[src/rtl/mem_port_arbiter.sv]
// Two-requester arbiter for one shared memory port: IDLE/START/WAIT transaction FSM.
// Optional macro ARB_ROUND_ROBIN_EN selects round-robin instead of fixed priority to requester 0.
module mem_port_arbiter #(
    parameter int ADDR_W   = 10,
    parameter int MAX_WAIT = 15
) (
    input  logic              clk,
    input  logic              rst_n,
    input  logic              req0,
    input  logic              req1,
    input  logic [ADDR_W-1:0] addr0,
    input  logic [ADDR_W-1:0] addr1,
    input  logic              mem_ready,
    output logic              gnt0,
    output logic              gnt1,
    output logic              done0,
    output logic              done1,
    output logic              err,
    output logic              mem_sel,
    output logic [ADDR_W-1:0] mem_addr,
    output logic              mem_en,
    output logic              busy
);

    typedef enum logic [1:0] {
        IDLE  = 2'd0,
        START = 2'd1,
        WAIT  = 2'd2
    } state_t;

    localparam logic [7:0] WAIT_LIMIT = 8'(MAX_WAIT);

    state_t     state;
    state_t     next_state;
    logic       take;
    logic       pick;
    logic       finish;
    logic       abort;
    logic [7:0] wait_cnt;

`ifdef ARB_ROUND_ROBIN_EN
    logic       last_owner;
`endif

    always_ff @(posedge clk or negedge rst_n) begin
        if (!rst_n) begin
            state <= IDLE;
        end else begin
            state <= next_state;
        end
    end

    always_comb begin
        next_state = state;
        take       = 1'b0;
        pick       = 1'b0;
        finish     = 1'b0;
        abort      = 1'b0;
        case (state)
            IDLE: begin
                if (req0 | req1) begin
                    take       = 1'b1;
                    next_state = START;
`ifdef ARB_ROUND_ROBIN_EN
                    pick = (req0 & req1) ? ~last_owner : req1;
`else
                    pick = ~req0;
`endif
                end
            end
            START: begin
                next_state = WAIT;
            end
            WAIT: begin
                if (mem_ready) begin
                    finish     = 1'b1;
                    next_state = IDLE;
                end else if (wait_cnt + 8'd1 == WAIT_LIMIT) begin
                    abort      = 1'b1;
                    next_state = IDLE;
                end
            end
            default: begin
                next_state = IDLE;
            end
        endcase
    end

    // Grants are registered so they stay up through the done cycle and are
    // cleared in the following IDLE cycle, or handed straight to a new owner.
    always_ff @(posedge clk or negedge rst_n) begin
        if (!rst_n) begin
            gnt0     <= 1'b0;
            gnt1     <= 1'b0;
            done0    <= 1'b0;
            done1    <= 1'b0;
            err      <= 1'b0;
            mem_sel  <= 1'b0;
            mem_addr <= '0;
            wait_cnt <= '0;
        end else begin
            done0 <= (finish | abort) & ~mem_sel;
            done1 <= (finish | abort) & mem_sel;
            err   <= abort;
            if (take) begin
                gnt0     <= ~pick;
                gnt1     <= pick;
                mem_sel  <= pick;
                mem_addr <= pick ? addr1 : addr0;
            end else if (state == IDLE) begin
                gnt0 <= 1'b0;
                gnt1 <= 1'b0;
            end
            if (state == START) begin
                wait_cnt <= '0;
            end else if (state == WAIT && !mem_ready) begin
                wait_cnt <= wait_cnt + 8'd1;
            end
        end
    end

`ifdef ARB_ROUND_ROBIN_EN
    always_ff @(posedge clk or negedge rst_n) begin
        if (!rst_n) begin
            last_owner <= 1'b1;
        end else if (take) begin
            last_owner <= pick;
        end
    end
`endif

    assign mem_en = (state == START);
    assign busy   = (state != IDLE);

endmodule
[config.mk]
export PLATFORM = sky130hd
export DESIGN_NAME = mem_port_arbiter
export DESIGN_NICKNAME = d
export VERILOG_FILES = /design/src/rtl/mem_port_arbiter.sv
export SDC_FILE = /design/constraint.sdc
export NUM_CORES = 1
export LEC_CHECK = 0
export ABC_AREA = 1
export BUFFER_PORTS_ARGS = -buffer_cell sky130_fd_sc_hd__buf_2
export CAP_MARGIN = 0
export CELL_PAD_IN_SITES_DETAIL_PLACEMENT = 0
export CELL_PAD_IN_SITES_GLOBAL_PLACEMENT = 1
export CORE_AREA = 4 4 87 48
export DETAILED_ROUTE_END_ITERATION = 12
export DIE_AREA = 0 0 91 52
export PLACE_DENSITY = 0.93
export SYNTH_ARGS = -nofsm -noshare
export SYNTH_HDL_FRONTEND = slang
export SYNTH_SLANG_ARGS = --single-unit
[constraint.sdc]
create_clock -name clk -period 2.1 [get_ports clk]
set_input_delay 0.21 -clock clk [delete_from_list [all_inputs] [get_ports clk]]
set_output_delay 0.21 -clock clk [all_outputs]
set_load 0.005 [all_outputs]
==> impl_summary.txt, run 1 <==
----------------------------------------------------
[Yosys]
  Synth Cell Area ... 0.00124 mm^2
  Xor-xnor portion of the synthesized cell area ... 0.708%
  Number of enable-type register cells in the synthesized netlist ... 0
  Post-synth top flop ... sky130_fd_sc_hd__dfrtp_1
  Post-synthesis adder-cell area fraction ... 2.02%
  Post-synthesis sequential area ratio ... 52.6%
  Simple-gate portion of the synthesized area ... between 30 and 40%
  Synthesized netlist net count ... 183
  Warnings from Yosys ... 0
  Share of synthesized area spent on multiplexers ... 0%
  Area fraction in compound gates after synthesis ... 5.36%
  Gate count after technology mapping ... about 160
  Post-synthesis sequential element count ... 26
  Yosys cell types ... 16
  Share of async-settable or async-resettable flops after synthesis ... 100%
  Average footprint of a synthesized cell ... 7.93 um^2
  Dominant combinational cell family by area after synthesis ... simple AND/OR/NAND/NOR gates

[Critical path]
  Worst reg2reg path endpoint ... done0
  Category of the critical setup timing path ... reg -> out
  Minimum setup slack among reg-to-reg paths ... 600 ps
  Worst reg2reg path startpoint ... wait_cnt[1]
  Critical path cell sequence ... nor2_1, buf_4, inv_1, buf_2
  Worst stage delay on the critical path ... ~400 ps
  Kind of end point of the critical path ... output port
  Library cell contributing the largest single delay on the critical path ... sky130_fd_sc_hd__dfrtp_1
  CP arrival ... ~1400 ps
  Startpoint type of the worst setup path ... flip-flop
  Worst Reg2Reg Path Length in Cells ... 9
  Largest driver fanout on the critical path ... 8
  Data required time of the worst path ... around 1900 ps

[Layout]
  Number of fillers in the final layout ... 338
  Final #Nets ... 230
  Final design area excluding fillers ... between 0.0015 and 0.002 mm^2
  Synthesis-to-layout area growth ... 26.3%
  Most frequent standard cell in the layout excluding fill and tap cells ... sky130_fd_sc_hd__nand2_1
  Highest-count cells in the layout ignoring fill and taps ... 52 x sky130_fd_sc_hd__nand2_1, 42 x sky130_fd_sc_hd__buf_2, 26 x sky130_fd_sc_hd__dfrtp_1
  Share of post-route cells with drive strength above 1 ... roughly 29%
  Ant. Diodes ... 0
  Area of the multi-input gates ... 509 um^2
  Storage element area ... between 600 and 700 um^2
  Core Util, Final ... about 46%

[GRT]
  Antenna violations before repair ... 0
  Pin count of the biggest net entering global routing ... 27
  Remaining global-route overflow ... 0
  Wire length of the first global-routing pass ... 4770 um
  Total Routing Usage GR ... approximately an eighth
  Via count of the first global-routing pass ... 1,053

[Routing]
  Vias post-DR ... 1,106
  Initial DRC Count ... 39
  Sum of routed wire length over all layers ... 2830 um
  Post-DR wirelength/cell ... 11.6 um
  Detailed-route DRC error count ... 0
  Post-route antenna net violation count ... 0
  Via count normalized by instance count ... 4.53
  Detailed-router iteration count before antenna repair ... 4

[Min path]
  Worst Hold Class ... in -> reg
  Sink of the worst hold path ... mem_addr[2]
  Min-Delay Startpoint ... addr1[2]
  Hold Path Depth ... 3

[Timing]
  Unrepaired setup endpoints after global routing ... no
  Headroom to the max-slew limit ... 60.5%
  Hold Violations, Final ... 0
  Final period util ... roughly 75%
  Total Negative Setup Slacks ... 0 ps
  Min cycle time layout ... 1580 ps
  Pins Over Slew Limit ... 0
  Maximum operating frequency ... about 630 MHz
  Final setup violation count ... 0
  Setup slack of the critical path after layout ... 522 ps
  Setup Skew ... ~1.2 ps
  Slew at the pin closest to its max-slew limit ... 592 ps

[CTS]
  Clock edge transition at the registers on the reported setup and hold paths ... 90 ps
  Bufs on Longest Clock Path ... 2
  Clk sink count ... 26
  Insertion delay to the later sink of the worst-skew pair ... between 200 and 300 ps
  CTS H-Tree Depth ... 1
  Number of instances resized during post-cts repair ... 0
  CTS root buffer ... sky130_fd_sc_hd__clkbuf_8
  Post-CTS setup buffer count ... 0
  Clock tree from TritonCTS ... done
  CTS buffer count ... 3

[Floorplan]
  Core Rows ... 15
  Die X ... 91 um
  Initial Util ... 36.6%
  Die span in y ... 52 um
  Die footprint ... 0.00473 mm^2
  I/O pins ... 43
  Core box area ... 0.00338 mm^2

[Power]
  Worst supply voltage drop on vdd ... 379 uV
  Total Power ... approximately 1.7 mW
  Leakage power of the design ... about 0.8 nW
  Power density of the placed cells ... 1070 mW/mm^2

[Place]
  Post-place setup slack ... 614 ps
  Gpl congestion ... 0.843
  Detailed placement HPWL ... 2230 um
  Number of port buffers ... 42
  Placed Instance Area ... 0.00150 mm^2

[Run]
  Max Cap Violations ... 0

[Run status]
  Result of the run ... complete, no violations

----------------------------------------------------
-- critical path, delay by kind of cell, from the launching register on --
family                 cells  cell delay (ps)
buffers and inverters      3              420
flip-flops                 1              400
AND/OR/NAND/NOR            1              290
-- how the worst max path moves through the flow --
stage | startpoint | endpoint | slack, ps | depth (start not counted)
3_5_place_dp | wait_cnt[1] | done0 | 610 | 9
5_1_grt | state[0] | busy | 380 | 4
3_3_place_gp | wait_cnt[0] | done1 | 660 | 9
4_1_cts | state[1] | busy | 510 | 4
6_report | state[1] | busy | 520 | 4
2_1_floorplan | wait_cnt[0] | done0 | 780 | 10
-- sequential cells by signal, summed over array words and instances, names as in the netlist --
signal	cells
mem_sel	1
done0	1
gnt0	1
mem_addr	10
state	2
err	1
wait_cnt	8
done1	1
gnt1	1
-- timing repair --
action,4_1_cts,5_1_grt
hold endpoints to repair,26,0
endpoints found under the setup margin,0,0
hold buffers,1,0
-- synthesized netlist by cell type (2+ instances only) --
library cell,number,area share (%)
sky130_fd_sc_hd__buf_2,2,0.81
sky130_fd_sc_hd__dfrtp_1,26,53
sky130_fd_sc_hd__ha_1,2,2.0
sky130_fd_sc_hd__inv_1,15,4.5
sky130_fd_sc_hd__inv_2,2,0.61
sky130_fd_sc_hd__nand2_1,52,16
sky130_fd_sc_hd__nand2_2,3,1.5
sky130_fd_sc_hd__nand3_1,24,9.7
sky130_fd_sc_hd__nor2_1,9,2.7
sky130_fd_sc_hd__nor2_2,5,2.5
sky130_fd_sc_hd__o21ai_0,9,3.6
sky130_fd_sc_hd__o21ai_1,3,1.2
-- power breakdown --
part	switching (mW)	internal (mW)	total, mW	leakage (nW)
registers	0.0867	0.655	0.742	0.340
logic	0.370	0.241	0.611	0.450
clock network	0.152	0.167	0.320	0.0288
-- routing by layer --
metal | global-route usage [%] | routed length [um]
met2 | 22.8 | 1480
met4 | 3.00 | 21
met1 | 15.4 | 1260
met5 | 0 | 0
met3 | 2.46 | 72
-- cells by family after synthesis --
logic type,after synthesis
flops,26
compound gates,13
fa+ha+maj,2
simple gates,94
xor+xnor,1
buf+inv,20
-- stage by stage --
stage	hold slack, ps	std cells
2_1_floorplan	-85.6	156
3_3_place_gp	238	239
3_5_place_dp	247	239
4_1_cts	155	244
5_1_grt	153	244
6_report	157	244
-- area by class of cell --
class / instances / area share [%]
Multi-Input combinational cell: 110 / 32.6
Sequential cell: 26 / 41.6
Clock buffer: 4 / 3.52
Timing Repair Buffer: 44 / 14.6
Inverter: 18 / 4.32
Tap cell: 42 / 3.36
No activity file was read; power rests on OpenSTA's default activity.
==> run 2: changes to the inputs <==
==> config.mk (replaced) <==
export PLATFORM = sky130hd
export DESIGN_NAME = mem_port_arbiter
export DESIGN_NICKNAME = d
export VERILOG_FILES = /design/src/rtl/mem_port_arbiter.sv
export SDC_FILE = /design/constraint.sdc
export NUM_CORES = 1
export LEC_CHECK = 0
export ABC_AREA = 0
export BUFFER_PORTS_ARGS = -buffer_cell sky130_fd_sc_hd__buf_2
export CAP_MARGIN = 0
export CELL_PAD_IN_SITES_DETAIL_PLACEMENT = 0
export CELL_PAD_IN_SITES_GLOBAL_PLACEMENT = 1
export CORE_AREA = 4 4 98 54
export DETAILED_ROUTE_END_ITERATION = 12
export DIE_AREA = 0 0 102 58
export PLACE_DENSITY = 0.85
export SYNTH_ARGS = -nofsm -noshare
export SYNTH_HDL_FRONTEND = slang
export SYNTH_SLANG_ARGS = --single-unit
==> constraint.sdc (replaced) <==
create_clock -name clk -period 1.4 [get_ports clk]
set_input_delay 0.14 -clock clk [delete_from_list [all_inputs] [get_ports clk]]
set_output_delay 0.14 -clock clk [all_outputs]
set_load 0.005 [all_outputs]
==> impl_summary.txt, run 2 <==
----------------------------------------------------
[Yosys]
  Share of async-settable or async-resettable flops after synthesis ... 100% (unchanged)
  Yosys cell types ... 38 (was 16)
  Cell with the most instances after synthesis ... sky130_fd_sc_hd__dfrtp_1 (was sky130_fd_sc_hd__nand2_1)
  Warnings from Yosys ... 0 (unchanged)
  Post-synthesis sequential area ratio ... 45.1% (was 52.6%)
  Post-synth top flop ... sky130_fd_sc_hd__dfrtp_1 (unchanged)
  Cell type with the highest aggregate area in the netlist ... sky130_fd_sc_hd__dfrtp_1 (unchanged)
  Average footprint of a synthesized cell ... 8.95 um^2 (was 7.93 um^2)
  List of most frequent post-synthesis cells ... 26 x sky130_fd_sc_hd__dfrtp_1, 16 x sky130_fd_sc_hd__o21ai_0, 11 x sky130_fd_sc_hd__nand2_1, 11 x sky130_fd_sc_hd__nor2_1 (was 52 x sky130_fd_sc_hd__nand2_1, 26 x sky130_fd_sc_hd__dfrtp_1, 24 x sky130_fd_sc_hd__nand3_1)
  Number of enable-type register cells in the synthesized netlist ... 0 (unchanged)
  Ranking of synthesized cells by area ... sky130_fd_sc_hd__dfrtp_1 45%, sky130_fd_sc_hd__o21ai_0 5.6%, sky130_fd_sc_hd__a22oi_1 5.2% (was sky130_fd_sc_hd__dfrtp_1 53%, sky130_fd_sc_hd__nand2_1 16%, sky130_fd_sc_hd__nand3_1 9.7%)
  Post-synthesis sequential element count ... 26 (unchanged)
  Synth Cell Area ... 0.00144 mm^2 (was 0.00124 mm^2)
  Synthesized netlist net count ... 188 (was 183)
  Gate count after technology mapping ... 161 (was 156)
  Fraction of synthesized cell area taken by the top area cell type ... 45.1% (was 52.6%)

[Timing]
  Headroom to the max-slew limit ... 59.4% (was 60.5%)
  Maximum operating frequency ... just over 600 MHz
  Hold Violations, Final ... 0 (unchanged)
  Final setup violation count ... 5 (was 0)
  Min cycle time layout ... 1640 ps
  Final period util ... 117%
  Setup slack of the critical path after layout ... -239 ps (was 522 ps)
  Slew at the pin closest to its max-slew limit ... 609 ps (was 592 ps)
  Setup Skew ... 3.28 ps (was 1.24 ps)
  Worst Hold Slack ... 94.4 ps (was 157 ps)
  Pins Over Slew Limit ... 0 (unchanged)
  Unrepaired setup endpoints after global routing ... yes (was no)

[Critical path]
  Kind of end point of the critical path ... flip-flop (was output port)
  Category of the critical setup timing path ... reg -> reg (was reg -> out)
  Worst Reg2Reg Path Length in Cells ... 5 (was 9)
  Largest driver fanout on the critical path ... 5 (was 8)
  Startpoint type of the worst setup path ... flip-flop (unchanged)
  Data required time of the worst path ... 1570 ps (was 1890 ps)
  Worst reg2reg path endpoint ... state[1] (was done0)
  CP arrival ... 1810 ps (was 1370 ps)
  Minimum setup slack among reg-to-reg paths ... -240 ps (was 600 ps)
  Worst reg2reg path startpoint ... wait_cnt[1] (unchanged)

[Place]
  Number of port buffers ... 42 (unchanged)
  Gpl congestion ... 0.788 (was 0.843)
  Detailed placement HPWL ... 2810 um (was 2230 um)

[Run]
  Max Cap Violations ... 0 (unchanged)

[Layout]
  Leading registers by flop count ... mem_addr: 10 flops, wait_cnt: 8 flops, state: 2 flops (unchanged)
  Core Util, Final ... 48.4% (was 46.3%)
  Highest-count cells in the layout ignoring fill and taps ... 42 x sky130_fd_sc_hd__buf_2, 31 x sky130_fd_sc_hd__buf_4, 23 x sky130_fd_sc_hd__dfrtp_1 (was 52 x sky130_fd_sc_hd__nand2_1, 42 x sky130_fd_sc_hd__buf_2, 26 x sky130_fd_sc_hd__dfrtp_1)
  Share of post-route cells with drive strength above 1 ... 43.7% (was 28.7%)
  Largest Register ... mem_addr (unchanged)
  Ant. Diodes ... 0 (unchanged)
  Most frequent standard cell in the layout excluding fill and tap cells ... sky130_fd_sc_hd__buf_2 (was sky130_fd_sc_hd__nand2_1)
  Synthesis-to-layout area growth ... 45.7% (was 26.3%)
  Final #Nets ... 259 (was 230)
  Flip-flop count of the largest register, all copies and words added ... 10 (unchanged)

[GRT]
  Pin count of the biggest net entering global routing ... 27 (unchanged)
  Antenna violations before repair ... 0 (unchanged)
  Total Routing Usage GR ... 13.4% (was 12.5%)
  Remaining global-route overflow ... 0 (unchanged)
  Wire length of the first global-routing pass ... 6370 um (was 4770 um)
  Via count of the first global-routing pass ... 1,368 (was 1,053)

[Power]
  Worst supply voltage drop on vdd ... 640 uV (was 379 uV)
  Leakage power of the design ... 0.935 nW (was 0.819 nW)
  Power density of the placed cells ... 1790 mW/mm^2 (was 1070 mW/mm^2)

[Floorplan]
  Die footprint ... 0.00592 mm^2 (was 0.00473 mm^2)
  I/O pins ... 43 (unchanged)
  Core box area ... 0.00434 mm^2 (was 0.00338 mm^2)
  Core Rows ... 17 (was 15)
  Initial Util ... 33.2% (was 36.6%)
  Die X ... 102 um (was 91 um)
  Die span in y ... 58 um (was 52 um)

[Routing]
  Detailed-route DRC error count ... 0 (unchanged)
  Vias post-DR ... 1,491 (was 1,106)
  Post-DR wirelength/cell ... 14.4 um (was 11.6 um)
  Sum of routed wire length over all layers ... 4150 um (was 2830 um)
  Initial DRC Count ... 119 (was 39)
  Detailed-router iteration count before antenna repair ... 6 (was 4)
  Via count normalized by instance count ... 5.18 (was 4.53)
  Post-route antenna net violation count ... 0 (unchanged)

[Run status]
  Result of the run ... complete, but fails checks (was complete, no violations)
  Failing checks ... setup timing

[CTS]
  Bufs on Longest Clock Path ... 2 (unchanged)
  Insertion delay to the later sink of the worst-skew pair ... 270 ps (about the same)
  CTS root buffer ... sky130_fd_sc_hd__clkbuf_8 (unchanged)
  Clock tree from TritonCTS ... done (unchanged)
  CTS H-Tree Depth ... 1 (unchanged)
  Clock edge transition at the registers on the reported setup and hold paths ... 90 ps (about the same)
  Clk sink count ... 26 (unchanged)
  CTS buffer count ... 3 (unchanged)

[Min path]
  Hold Path Depth ... 3 (unchanged)
  Worst Hold Class ... in -> reg (unchanged)
  Min-Delay Startpoint ... addr0[4] (was addr1[2])
  Sink of the worst hold path ... mem_addr[4] (was mem_addr[2])

----------------------------------------------------
==> run 2: cell count changes in the layout (fill, tap and decap cells not counted), sizes merged, moves of 5 or more <==
cell,delta
nor2b,+10
a22oi,+10
o21ai,+7
a31oi,+10
nor3,+5
nand2,-44
a21oi,+7
inv,-13
buf,+33
nand3,-19
==> run 2: worst max path at each step <==
stage                 from       end  slack, ps  cells past startpoint
2_1_floorplan  wait_cnt[0]  state[1]       -220                      5
3_3_place_gp   wait_cnt[1]  state[1]       -210                      5
3_5_place_dp   wait_cnt[1]  state[1]       -250                      5
4_1_cts        wait_cnt[1]  state[1]       -250                      5
5_1_grt        wait_cnt[1]  state[1]       -290                      5
6_report       wait_cnt[1]  state[1]       -240                      5
==> run 2: cell families (layout without fill, tap and decap cells) <==
group	after synthesis	after routing	synth area share, %
simple gates	58	58	21.8
compound gates	55	55	24.0
flops	26	26	45.1
buf+inv	17	87	5.03
xor+xnor	3	3	2.34
fa+ha+maj	2	2	1.74
==> run 2: report_power, final <==
part	leakage (nW)	total, mW	internal [mW]	switching, mW
Clock	0.0357	0.630	0.383	0.247
Sequential	0.331	1.24	1.01	0.229
Combinational	0.568	1.89	0.962	0.928
Total	0.935	3.76	2.36	1.40
==> run 2: routing by layer <==
layer  GRT usage (%)  share of wire, %  wire [um]
met2            24.5                51       2120
met5               0                 0          0
met3            3.49               7.5        311
met1            16.0                41       1700
met4            3.18              0.70         29
==> run 2: worst max-delay path, cell delays in order, from the launching register on <==
cell,delay (ps)
sky130_fd_sc_hd__dfrtp_2,460
sky130_fd_sc_hd__ha_4,180
sky130_fd_sc_hd__xor2_2,100
sky130_fd_sc_hd__nand3b_1,80
sky130_fd_sc_hd__or4_4,440
sky130_fd_sc_hd__a211o_1,260
==> run 2: stage by stage <==
step	power, mW	cells	cell area [um^2]	setup slack (ps)	setup TNS, ps
2_1_floorplan	2.07	161	1460	-219	-433
3_5_place_dp	2.75	271	1860	-255	-1090
5_1_grt	4.01	288	2100	-294	-1610
4_1_cts	3.56	281	2000	-253	-1020
6_report	3.76	288	2100	-239	-983
3_3_place_gp	2.71	271	1860	-215	-826
==> run 2: what timing repair did <==
action | 4_1_cts | 5_1_grt
resized for setup | 6 | 19
endpoints found under the hold margin | 26 | 0
setup endpoints to repair | 8 | 19
buffers inserted | 5 | 7
hold buffers | 1 | 0
pin swaps | 2 | 3
==> run 2: cell type report <==
cell class                      instances  area (um^2)
Clock buffer                            3         41.3
Inverter                                6         30.0
Fill cell                             407         2240
Sequential cell                        26          654
Multi-Input combinational cell        118          787
Timing Repair Buffer                   77          487
Clock inverter                          1         30.0
Tap cell                               57         71.3
==> run 3: changes to the inputs <==
==> config.mk (replaced) <==
export PLATFORM = sky130hd
export DESIGN_NAME = mem_port_arbiter
export DESIGN_NICKNAME = d
export VERILOG_FILES = /design/src/rtl/mem_port_arbiter.sv
export SDC_FILE = /design/constraint.sdc
export NUM_CORES = 1
export LEC_CHECK = 0
export ABC_AREA = 1
export BUFFER_PORTS_ARGS = -buffer_cell sky130_fd_sc_hd__buf_2
export CAP_MARGIN = 0
export CELL_PAD_IN_SITES_DETAIL_PLACEMENT = 0
export CELL_PAD_IN_SITES_GLOBAL_PLACEMENT = 1
export CORE_AREA = 4 4 95 52
export DETAILED_ROUTE_END_ITERATION = 12
export DIE_AREA = 0 0 99 56
export MAX_ROUTING_LAYER = met4
export PLACE_DENSITY = 0.84
export SYNTH_ARGS = -nofsm -noshare
export SYNTH_HDL_FRONTEND = slang
export SYNTH_SLANG_ARGS = --single-unit
==> impl_summary.txt, run 3 (synthesized netlist as in run 1, its figures left out) <==
----------------------------------------------------
[Critical path]
  CP arrival ... 1650 ps (was 1810 ps)
  Startpoint type of the worst setup path ... flip-flop (unchanged)
  Cell family with most CP delay ... simple AND/OR/NAND/NOR gates (unchanged)
  Minimum setup slack among reg-to-reg paths ... -50 ps (was -240 ps)
  Data required time of the worst path ... 1600 ps (was 1570 ps)
  Worst Reg2Reg Path Length in Cells ... 11 (was 5)
  Worst reg2reg path endpoint ... done1 (was state[1])
  Library cell contributing the largest single delay on the critical path ... sky130_fd_sc_hd__dfrtp_1 (was sky130_fd_sc_hd__dfrtp_2)
  Worst stage delay on the critical path ... 410 ps (was 460 ps)
  Worst reg2reg path startpoint ... wait_cnt[1] (unchanged)
  Critical path cell sequence ... buf_6, nand2_4, nor2_4, nand2_1, nand2_1, nand2_2, nor2_2, nand2_2, nand2_2, nand2_2, nor2_1 (was ha_4, xor2_2, nand3b_1, or4_4, a211o_1)
  Category of the critical setup timing path ... reg -> reg (unchanged)
  Kind of end point of the critical path ... flip-flop (unchanged)
  Largest driver fanout on the critical path ... 3 (was 5)
  Buffers & Inverters on Critical Path ... 1 (was 0)
  Top cell by count, worst path ... sky130_fd_sc_hd__nand2_2

[CTS]
  CTS root buffer ... sky130_fd_sc_hd__clkbuf_8 (unchanged)
  Bufs on Longest Clock Path ... 2 (unchanged)
  CTS buffer count ... 3 (unchanged)
  Clock tree from TritonCTS ... done (unchanged)
  Clock edge transition at the registers on the reported setup and hold paths ... 90 ps (about the same)
  Clk sink count ... 26 (unchanged)
  CTS H-Tree Depth ... 1 (unchanged)
  Insertion delay to the later sink of the worst-skew pair ... 270 ps (about the same)

[Routing]
  Post-DR wirelength/cell ... 12.2 um (was 14.4 um)
  Post-route antenna net violation count ... 0 (unchanged)
  Detailed-router iteration count before antenna repair ... 4 (was 6)
  Vias post-DR ... 1,180 (was 1,491)
  Via count normalized by instance count ... 4.39 (was 5.18)
  Initial DRC Count ... 29 (was 119)
  Detailed-route DRC error count ... 0 (unchanged)
  Sum of routed wire length over all layers ... 3280 um (was 4150 um)

[GRT]
  Antenna violations before repair ... 0 (unchanged)
  Remaining global-route overflow ... 0 (unchanged)
  Wire length of the first global-routing pass ... 5270 um (was 6370 um)
  Total Routing Usage GR ... 12.1% (was 13.4%)
  Via count of the first global-routing pass ... 1,076 (was 1,368)
  Pin count of the biggest net entering global routing ... 27 (unchanged)

[Floorplan]
  Initial Util ... 29.5% (was 33.2%)
  I/O pins ... 43 (unchanged)
  Die footprint ... 0.00554 mm^2 (was 0.00592 mm^2)
  Die X ... 99 um (was 102 um)
  Die span in y ... 56 um (was 58 um)
  Core Rows ... 17 (unchanged)
  Core box area ... 0.00419 mm^2 (was 0.00434 mm^2)

[Timing]
  Slew at the pin closest to its max-slew limit ... 588 ps (was 609 ps)
  Hold Violations, Final ... 0 (unchanged)
  Worst Hold Slack ... 81.6 ps (was 94.4 ps)
  Min cycle time layout ... 1450 ps (was 1640 ps)
  Setup Skew ... 1.87 ps (was 3.28 ps)
  Setup slack of the critical path after layout ... -52.0 ps (was -239 ps)
  Unrepaired setup endpoints after global routing ... yes (unchanged)
  Total Negative Setup Slacks ... -133 ps (was -983 ps)
  Headroom to the max-slew limit ... 60.8% (was 59.4%)
  Final setup violation count ... 3 (was 5)
  Maximum operating frequency ... 689 MHz (was 610 MHz)
  Pins Over Slew Limit ... 0 (unchanged)
  Final period util ... 104% (was 117%)

[Run]
  Max Cap Violations ... 0 (unchanged)

[Power]
  Leakage power of the design ... 0.882 nW (was 0.935 nW)
  Total Power ... 2.71 mW (was 3.76 mW)
  Clock network fraction of design power ... 17.7% (was 16.8%)
  Net Switching ... 996 uW (was 1.40 mW)
  Power density of the placed cells ... 1540 mW/mm^2 (was 1790 mW/mm^2)
  Int Pwr ... 1.71 mW (was 2.36 mW)
  Worst supply voltage drop on vdd ... 656 uV (was 640 uV)
  Combinational share of power ... 40.6% (was 50.3%)
  Sw frac ... 36.8% (was 37.3%)
  Relative contribution of sequential cells to total power ... 41.8% (was 33.0%)

[Run status]
  Result of the run ... complete, but fails checks (unchanged)
  Failing checks ... setup timing (unchanged)

[Place]
  Placed Instance Area ... 0.00155 mm^2 (was 0.00186 mm^2)
  Number of port buffers ... 42 (unchanged)
  Gpl congestion ... 0.826 (was 0.788)
  Detailed placement HPWL ... 2500 um (was 2810 um)
  Post-place setup slack ... -21.5 ps (was -255 ps)

[Layout]
  Share of post-route cells with drive strength above 1 ... 38.2% (was 43.7%)
  Ant. Diodes ... 0 (unchanged)
  Area of the multi-input gates ... 574 um^2 (was 787 um^2)
  Synthesis-to-layout area growth ... 41.9% (was 45.7%)
  Highest-count cells in the layout ignoring fill and taps ... 48 x sky130_fd_sc_hd__nand2_1, 42 x sky130_fd_sc_hd__buf_2, 25 x sky130_fd_sc_hd__dfrtp_1 (was 42 x sky130_fd_sc_hd__buf_2, 31 x sky130_fd_sc_hd__buf_4, 23 x sky130_fd_sc_hd__dfrtp_1)
  Storage element area ... 652 um^2 (was 654 um^2)
  Final design area excluding fillers ... 0.00176 mm^2 (was 0.00210 mm^2)
  Number of fillers in the final layout ... 438 (was 407)
  Leading registers by flop count ... mem_addr: 10 flops, wait_cnt: 8 flops, state: 2 flops (unchanged)
  Largest Register ... mem_addr (unchanged)
  Final #Nets ... 240 (was 259)
  Flip-flop count of the largest register, all copies and words added ... 10 (unchanged)
  Most frequent standard cell in the layout excluding fill and tap cells ... sky130_fd_sc_hd__nand2_1 (was sky130_fd_sc_hd__buf_2)

[Min path]
  Hold Path Depth ... 3 (unchanged)
  Worst Hold Class ... in -> reg (unchanged)
  Min-Delay Startpoint ... addr1[2] (was addr0[4])
  Sink of the worst hold path ... mem_addr[2] (was mem_addr[4])

----------------------------------------------------
-- run 3: worst max-delay path by stage --
stage,from,end,slack [ps],cells after the start
6_report,wait_cnt[1],done1,-50,11
5_1_grt,wait_cnt[1],done0,-160,11
4_1_cts,wait_cnt[0],done0,-20,11
3_5_place_dp,wait_cnt[0],done0,-20,10
3_3_place_gp,wait_cnt[0],done0,10,10
2_1_floorplan,wait_cnt[0],done0,80,10
-- run 3: repair_timing --
item / in CTS / in global routing
resized for setup: 2 / 17
hold buffers: 1 / 0
pin swaps: 1 / 9
hold endpoints to repair: 26 / 0
buffers inserted: 1 / 4
setup endpoints to repair: 2 / 15
-- run 3: worst min-delay path, cell delays in order --
cell and delay (ps):
sky130_fd_sc_hd__buf_2 70, sky130_fd_sc_hd__nand2_1 40, sky130_fd_sc_hd__nand3_1 60
-- run 3: layout make-up --
cell class                 instances  area share (%)
sequential                        26            37.1
multi-input combinational        110            32.7
timing repair buffer              54            18.9
inverter                          18            4.06
tap                               57            4.06
clock buffer                       4            3.14
-- run 3: metal layers --
layer	part of all wire, %	GRT usage (%)	wire length [um]	vias up
met1	53	18.8	1750	543
li1	-	-	-	608
met3	5.2	3.63	172	2
met5	0	-	0	-
met2	41	15.2	1340	27
met4	0.58	2.33	19	0
-- run 3: through the flow --
step                      instances  utilization (%)
after floorplan                 156                -
after global placement          259             37.1
after detailed placement        259             37.1
after CTS                       265             39.0
after global routing            269             41.9
final                           269             41.9
-- run 3: power groups by stage --
stage | Sequential, mW | Combinational, mW | Clock (mW)
2_1_floorplan | 1.14 | 0.498 | 0
3_3_place_gp | 1.12 | 0.977 | 0
3_5_place_dp | 1.13 | 0.988 | 0
4_1_cts | 1.12 | 1.01 | 0.502
5_1_grt | 1.17 | 1.25 | 0.539
6_report | 1.13 | 1.10 | 0.478
